File: src/rtl/silife_pkg.sv
// ---------------------------------------------------------------------------
// silife_pkg
// Shared types and constants for the SiLife grid port arbiter.
//   silife_arb_state_t : arbiter FSM states (IDLE, GRANT, STEP)
//   SILIFE_REQ_*       : fixed requester slot indices on the arbiter ports
// ---------------------------------------------------------------------------
package silife_pkg;

   typedef enum logic [1:0] {
      IDLE  = 2'd0,
      GRANT = 2'd1,
      STEP  = 2'd2
   } silife_arb_state_t;

   localparam int SILIFE_REQ_TRNG = 0;
   localparam int SILIFE_REQ_SPI  = 1;
   localparam int SILIFE_REQ_WB   = 2;

   // Width of an index into NREQ requesters (at least 1 bit).
   function automatic int silife_idx_bits(input int n);
      return (n > 1) ? $clog2(n) : 1;
   endfunction

endpackage

File: src/rtl/silife_rr_picker.sv
// ---------------------------------------------------------------------------
// silife_rr_picker
// Combinational round-robin picker. Searches from i_last+1 upward, wrapping
// at NREQ, and returns the first requester found as a one-hot vector.
//   i_req    : NREQ request lines
//   i_last   : index of the most recent winner
//   o_valid  : at least one request is present
//   o_winner : one-hot winner (all zero when o_valid is low)
// ---------------------------------------------------------------------------
module silife_rr_picker
   import silife_pkg::*;
#(
   parameter int NREQ     = 3,
   parameter int IDX_BITS = silife_idx_bits(NREQ)
) (
   input  logic [NREQ-1:0]     i_req,
   input  logic [IDX_BITS-1:0] i_last,
   output logic                o_valid,
   output logic [NREQ-1:0]     o_winner
);

   logic w_found;

   assign o_valid = |i_req;

   // Two passes instead of a modular index: first the slots above the last
   // winner, then the wrapped-around slots at or below it.
   always_comb begin
      o_winner = '0;
      w_found  = 1'b0;
      for (int j = 0; j < NREQ; j++) begin
         if (!w_found && i_req[j] && (IDX_BITS'(j) > i_last)) begin
            o_winner[j] = 1'b1;
            w_found     = 1'b1;
         end
      end
      for (int j = 0; j < NREQ; j++) begin
         if (!w_found && i_req[j] && !(IDX_BITS'(j) > i_last)) begin
            o_winner[j] = 1'b1;
            w_found     = 1'b1;
         end
      end
   end

endmodule

File: src/rtl/silife_grid_port_arbiter.sv
// ---------------------------------------------------------------------------
// silife_grid_port_arbiter
// Burst-locked round-robin arbiter for the grid's single row-write port, plus
// the generation-step sequencer. Steps are only issued between bursts.
//   clk, reset              : clock, asynchronous active-low reset
//   i_req / i_last          : per-requester burst request / final-beat flag
//   i_row_select            : packed row per requester (ROW_BITS each)
//   i_set_cells/i_clear_cells : packed cell masks per requester (WIDTH each)
//   o_grant                 : registered one-hot grant
//   o_row_select, o_set_cells, o_clear_cells : muxed write port to the grid
//   i_step_req              : request one generation step
//   o_grid_enable           : one-cycle step pulse to the grid
//   o_step_pending          : step latched, not yet issued
//   o_busy                  : arbiter active or anything waiting
// ---------------------------------------------------------------------------
module silife_grid_port_arbiter
   import silife_pkg::*;
#(
   parameter int WIDTH     = 32,
   parameter int HEIGHT    = 32,
   parameter int NREQ      = 3,
   parameter int MAX_BURST = 32
) (
   input  logic                         clk,
   input  logic                         reset,
   input  logic [NREQ-1:0]              i_req,
   input  logic [NREQ-1:0]              i_last,
   input  logic [NREQ*$clog2(HEIGHT)-1:0] i_row_select,
   input  logic [NREQ*WIDTH-1:0]        i_set_cells,
   input  logic [NREQ*WIDTH-1:0]        i_clear_cells,
   output logic [NREQ-1:0]              o_grant,
   output logic [$clog2(HEIGHT)-1:0]    o_row_select,
   output logic [WIDTH-1:0]             o_set_cells,
   output logic [WIDTH-1:0]             o_clear_cells,
   input  logic                         i_step_req,
   output logic                         o_grid_enable,
   output logic                         o_step_pending,
   output logic                         o_busy
);

   localparam int ROW_BITS = $clog2(HEIGHT);
   localparam int IDX_BITS = silife_idx_bits(NREQ);
   localparam int CNT_BITS = $clog2(MAX_BURST + 1);

   silife_arb_state_t     r_state, w_state_nxt;
   logic [NREQ-1:0]       r_grant, w_grant_nxt;
   logic [IDX_BITS-1:0]   r_last, w_last_nxt;
   logic [CNT_BITS-1:0]   r_cnt, w_cnt_nxt;
   logic                  r_step_pending;
   logic [ROW_BITS-1:0]   r_row;

   logic                  w_pick_valid;
   logic [NREQ-1:0]       w_pick;
   logic [IDX_BITS-1:0]   w_pick_idx;
   logic                  w_beat, w_last_beat, w_enter_step;
   logic [ROW_BITS-1:0]   w_row_in;
   logic [WIDTH-1:0]      w_set_in, w_clr_in;

   silife_rr_picker #(.NREQ(NREQ), .IDX_BITS(IDX_BITS)) u_picker (
      .i_req    (i_req),
      .i_last   (r_last),
      .o_valid  (w_pick_valid),
      .o_winner (w_pick)
   );

   always_comb begin
      w_pick_idx = '0;
      for (int j = 0; j < NREQ; j++)
         if (w_pick[j]) w_pick_idx = IDX_BITS'(j);
   end

   // Beat detection and data mux. Only the granted requester can produce a
   // beat; everyone else is ignored until the arbiter is back in IDLE.
   always_comb begin
      w_beat      = 1'b0;
      w_last_beat = 1'b0;
      w_row_in    = '0;
      w_set_in    = '0;
      w_clr_in    = '0;
      for (int j = 0; j < NREQ; j++) begin
         if (r_grant[j] && i_req[j]) begin
            w_beat      = 1'b1;
            w_last_beat = i_last[j];
            w_row_in    = i_row_select[j*ROW_BITS +: ROW_BITS];
            w_set_in    = i_set_cells[j*WIDTH +: WIDTH];
            w_clr_in    = i_clear_cells[j*WIDTH +: WIDTH];
         end
      end
   end

   assign w_enter_step = (r_state == IDLE) && r_step_pending;

   always_comb begin
      w_state_nxt = r_state;
      w_grant_nxt = r_grant;
      w_last_nxt  = r_last;
      w_cnt_nxt   = r_cnt;
      case (r_state)
         IDLE: begin
            if (r_step_pending) begin
               w_state_nxt = STEP;
               w_grant_nxt = '0;
            end else if (w_pick_valid) begin
               w_state_nxt = GRANT;
               w_grant_nxt = w_pick;
               w_last_nxt  = w_pick_idx;
               w_cnt_nxt   = '0;
            end
         end
         GRANT: begin
            if (w_beat) begin
               w_cnt_nxt = r_cnt + 1'b1;
               if (w_last_beat || (r_cnt == CNT_BITS'(MAX_BURST - 1))) begin
                  w_state_nxt = IDLE;
                  w_grant_nxt = '0;
               end
            end else begin
               // Requester dropped its request: burst is over, no beat.
               w_state_nxt = IDLE;
               w_grant_nxt = '0;
            end
         end
         STEP: begin
            w_state_nxt = IDLE;
            w_grant_nxt = '0;
         end
         default: begin
            w_state_nxt = IDLE;
            w_grant_nxt = '0;
         end
      endcase
   end

   always_ff @(posedge clk or negedge reset) begin
      if (!reset) begin
         r_state        <= IDLE;
         r_grant        <= '0;
         r_last         <= IDX_BITS'(NREQ - 1);
         r_cnt          <= '0;
         r_step_pending <= 1'b0;
         r_row          <= '0;
      end else begin
         r_state        <= w_state_nxt;
         r_grant        <= w_grant_nxt;
         r_last         <= w_last_nxt;
         r_cnt          <= w_cnt_nxt;
         // A new request in the cycle the step is taken starts a fresh one.
         r_step_pending <= i_step_req | (r_step_pending & ~w_enter_step);
         if (w_beat) r_row <= w_row_in;
      end
   end

   assign o_grant        = r_grant;
   assign o_row_select   = w_beat ? w_row_in : r_row;
   assign o_set_cells    = w_beat ? w_set_in : '0;
   assign o_clear_cells  = w_beat ? w_clr_in : '0;
   assign o_grid_enable  = (r_state == STEP);
   assign o_step_pending = r_step_pending;
   assign o_busy         = (r_state != IDLE) | (|i_req) | r_step_pending;

endmodule

File: config.mk
export PLATFORM = sky130hd
export DESIGN_NAME = silife_grid_port_arbiter
export DESIGN_NICKNAME = d
export VERILOG_FILES = /design/src/rtl/silife_pkg.sv /design/src/rtl/silife_rr_picker.sv /design/src/rtl/silife_grid_port_arbiter.sv
export SDC_FILE = /design/constraint.sdc
export NUM_CORES = 1
export LEC_CHECK = 0
export ABC_CLOCK_PERIOD_IN_PS = 2630
export CAP_MARGIN = 10
export CORE_AREA = 4 4 110 112
export CTS_BUF_LIST = sky130_fd_sc_hd__clkbuf_8 sky130_fd_sc_hd__clkbuf_16
export CTS_CLUSTER_DIAMETER = 120
export DETAILED_ROUTE_END_ITERATION = 7
export DIE_AREA = 0 0 114 116
export PLACE_DENSITY = 0.68
export SLEW_MARGIN = 20
export SYNTH_ARGS = -nofsm -noshare
export SYNTH_HDL_FRONTEND = slang
export SYNTH_SLANG_ARGS = --single-unit
File: constraint.sdc
create_clock -name clk -period 2.63 [get_ports clk]
set_input_delay 0.6575 -clock clk [delete_from_list [all_inputs] [get_ports clk]]
set_output_delay 0.6575 -clock clk [all_outputs]
set_load 0.01 [all_outputs]
==> run summary <==
RSZ-0062 raised after global routing -> yes
largest family of logic cells by synthesized area -> simple AND/OR/NAND/NOR gates
TritonCTS clock tree -> done
total nets after synthesis -> 623
placed insts -> 840
largest net degree at the start of global routing -> 49
simple-gate portion of the synthesized area -> 0.4144
hold_sp -> r_state[1]
Relative slew margins -> 0.7551
WP buf/inv -> 4
DRT Pass-1 Iters -> 5
R2R setup slack -> 0.72 ns
non-filler cells in the finished layout -> 857
Die Ht -> 116 um
Vias -> 4,562
CTS sink cnt -> 19
Worst path slowest cell -> clkdlybuf4s50_1
Worst R2R Start -> o_grant[2]
share of layout cells above drive strength 1 -> 0.2059
CTS Buf Count -> 3
die area -> 0.01322 mm^2
Nets -> 932
VDD IR max -> 0.3763 mV
Warnings, synthesis -> 0
dominant cells by area after synthesis -> a311oi_1, dfrtp_1, nand3_1
HP Class -> register to register
Tcrit/Tclk final -> 0.9782
# setup viols final -> 0
critical path data arrival time -> 1.92 ns
biggest area consumer among synthesized cells -> a311oi_1
All-Layer GR Usage -> 0.2295
max_cap viols -> 0
worst path required time -> 1.97 ns
Synth Area in Compound Gates -> 0.2823
Clock Skews -> 0.001341 ns
hold_buf cts -> 0
number of antenna diodes -> 0
Root Buffer -> clkbuf_16
Syn-to-layout area delta -> 140.2%
Slowest Stage Delay on Critical Path -> 0.48 ns
leak pwr -> 2.689 nW
Rows -> 39
first-pass GRT wire length -> 24,610 um
crit path cell chain -> clkbuf_4 > buf_8 > nor3_2 > and2_1 > inv_1 > clkdlybuf4s50_1
Tmin final -> 2.573 ns
IO Count -> 291
Post-Place Cell Area -> 0.005913 mm^2
core area -> 0.01122 mm^2
Post-DP HPWL -> 12,280 um
Distinct cells, synth -> 35
DRC errors left -> 0
crit path capture type -> output pin
Final Max Slew Viols -> 0
Critical R2R Capture -> r_cnt[4]
WS Path Type -> input pin to output pin
most common cell after layout, fill and taps aside -> clkdlybuf4s50_1
syn avg cell area -> 6.321 um^2
WL per Instance -> 19.48 um
synthesized area -> 0.002566 mm^2
Design Area, Final -> 0.006165 mm^2
Worst Hold Depth -> 1
type of origin of the critical path -> input pin
DR vias/cell -> 5.323
final wirelength -> 16,690 um
Post-Route Setup TNS -> 0 ns
overall power -> 2.583 mW
Yosys top cell area share -> 0.2184
First DRT Iteration DRCs -> 406
Worst Reg2Reg Path Length in Cells -> 8
worst-margin pin slew -> 0.3674 ns
post-synthesis mux area share -> 0.007801
grt ovf -> 0
XOR/XNOR share of the synthesized area -> 0.01024
hold worst-path end -> r_state[1]
f_max -> 0.3887 GHz
flops & latches, synth -> 19
RePlAce Congestion -> 0.9353
IO buf count -> 290
vias in the first global route -> 4,473
Crit Path Max Fanout -> 27
initial core utilization -> 0.2287
H-tree depth -> 1
chip width -> 114 um
Gate Count Post-Synth -> 406
initial antenna violation count -> 0
final count of hold timing violations -> 0
Antenna Nets Post-Route -> 0
clock-pin transition on the worst setup and hold timing paths -> 0.05 ns
status -> finished clean
most frequent cells in the layout -> clkdlybuf4s50_1, nand2_1, nor2_1
final hold slack -> 0.4830 ns
adder-cell area share of the yosys netlist -> 0.004876
sequential area share after synthesis -> 0.1858
Longest Clk Path Bufs -> 2
crit-path leading delay family -> buffers and inverters
PD cells -> 419.0 mW/mm^2
clk_lat worst skew -> 0.25 ns
## where the power goes
part	leakage (nW)	switching, mW	total [mW]	internal, mW
logic	2.41	0.853	1.82	0.965
registers	0.241	0.0660	0.449	0.383
clock network	0.0409	0.111	0.314	0.204
total	2.69	1.03	2.58	1.55
## worst max-delay path by stage
stage | from | endpoint | slack, ns | depth (start not counted)
floorplan | i_req[2] | o_row_select[0] | 0.07 | 6
global placement | i_req[2] | o_set_cells[24] | -0.85 | 5
detailed placement | i_req[2] | o_set_cells[24] | -0.89 | 7
CTS | i_req[1] | o_row_select[2] | -0.006 | 7
global route | i_req[1] | o_busy | -0.003 | 6
finish | i_req[1] | o_busy | 0.06 | 6
## logic make-up after synthesis
kind of cell / Yosys count
buf+inv: 49
xor+xnor: 3
compound gates: 87
simple gates: 245
fa+ha+maj: 1
flops: 19
mux: 2
## worst register-to-register path, cell delays in order (launching register included)
cell and delay, ns:
dfrtp_2 0.46, a222oi_1 0.13, buf_4 0.17, buf_12 0.15, clkbuf_16 0.16, buf_4 0.14, nor4b_1 0.35, xnor2_1 0.16
nor2_1 0.05
## final cells by class
type                            count  area, um^2
Clock buffer                        3       75.07
Timing Repair Buffer              350        3413
Multi-Input combinational cell    338        2002
Clock inverter                      1       5.005
Inverter                            3       11.26
Tap cell                          143       178.9
Fill cell                        1075        5059
Sequential cell                    19       479.2
## per-stage QoR
stage / utilization / setup WS [ns]
after floorplan: - / 0.06869
after global placement: 0.5269 / -0.8544
after detailed placement: 0.5269 / -0.8883
after CTS: 0.5446 / -0.006346
after global routing: 0.5493 / -0.002797
final: 0.5493 / 0.05727
## cells in the mapped netlist, drive strengths merged
| cell type | n |
|---|---|
| nand2 | 79 |
| nor2 | 74 |
| nand3 | 71 |
| a311oi | 64 |
| clkbuf | 26 |
| buf | 20 |
| dfrtp | 18 |
| a21oi | 8 |
| a222oi | 6 |
| nor2b | 4 |
| inv | 3 |
| nand2b | 3 |
| nor3 | 3 |
| o21ai | 3 |
| xnor2 | 3 |
| and2 | 2 |
| mux2i | 2 |
| nand4 | 2 |
| nor3b | 2 |
| a211oi | 1 |
| a21o | 1 |
| a32o | 1 |
| and3 | 1 |
| dfstp | 1 |
| ha | 1 |
| nand3b | 1 |
| nor4 | 1 |
| nor4b | 1 |
| o211a | 1 |
| o211ai | 1 |
| o22ai | 1 |
| or3 | 1 |
## layer usage
layer | share of wire | vias up | global-route usage
met2 | 0.50 | 243 | 0.4059
met5 | 0 | - | 0
met1 | 0.40 | 2148 | 0.2929
li1 | - | 2134 | -
met4 | 0.017 | 0 | 0.04434
met3 | 0.080 | 37 | 0.04282
## flip-flops by register name, summed over array words and instances (netlist names)
signal          count
r_cnt               6
r_row               5
o_grant             3
r_last              2
r_state             2
o_step_pending      1
## timing repair
item | 4_1_cts | 5_1_grt
resized for setup | 286 | 27
gates cloned | 5 | 1
pin swaps | 4 | 9
setup endpoints to repair | 70 | 34
buffers inserted | 5 | 3
(Power assumes the default switching activity.)
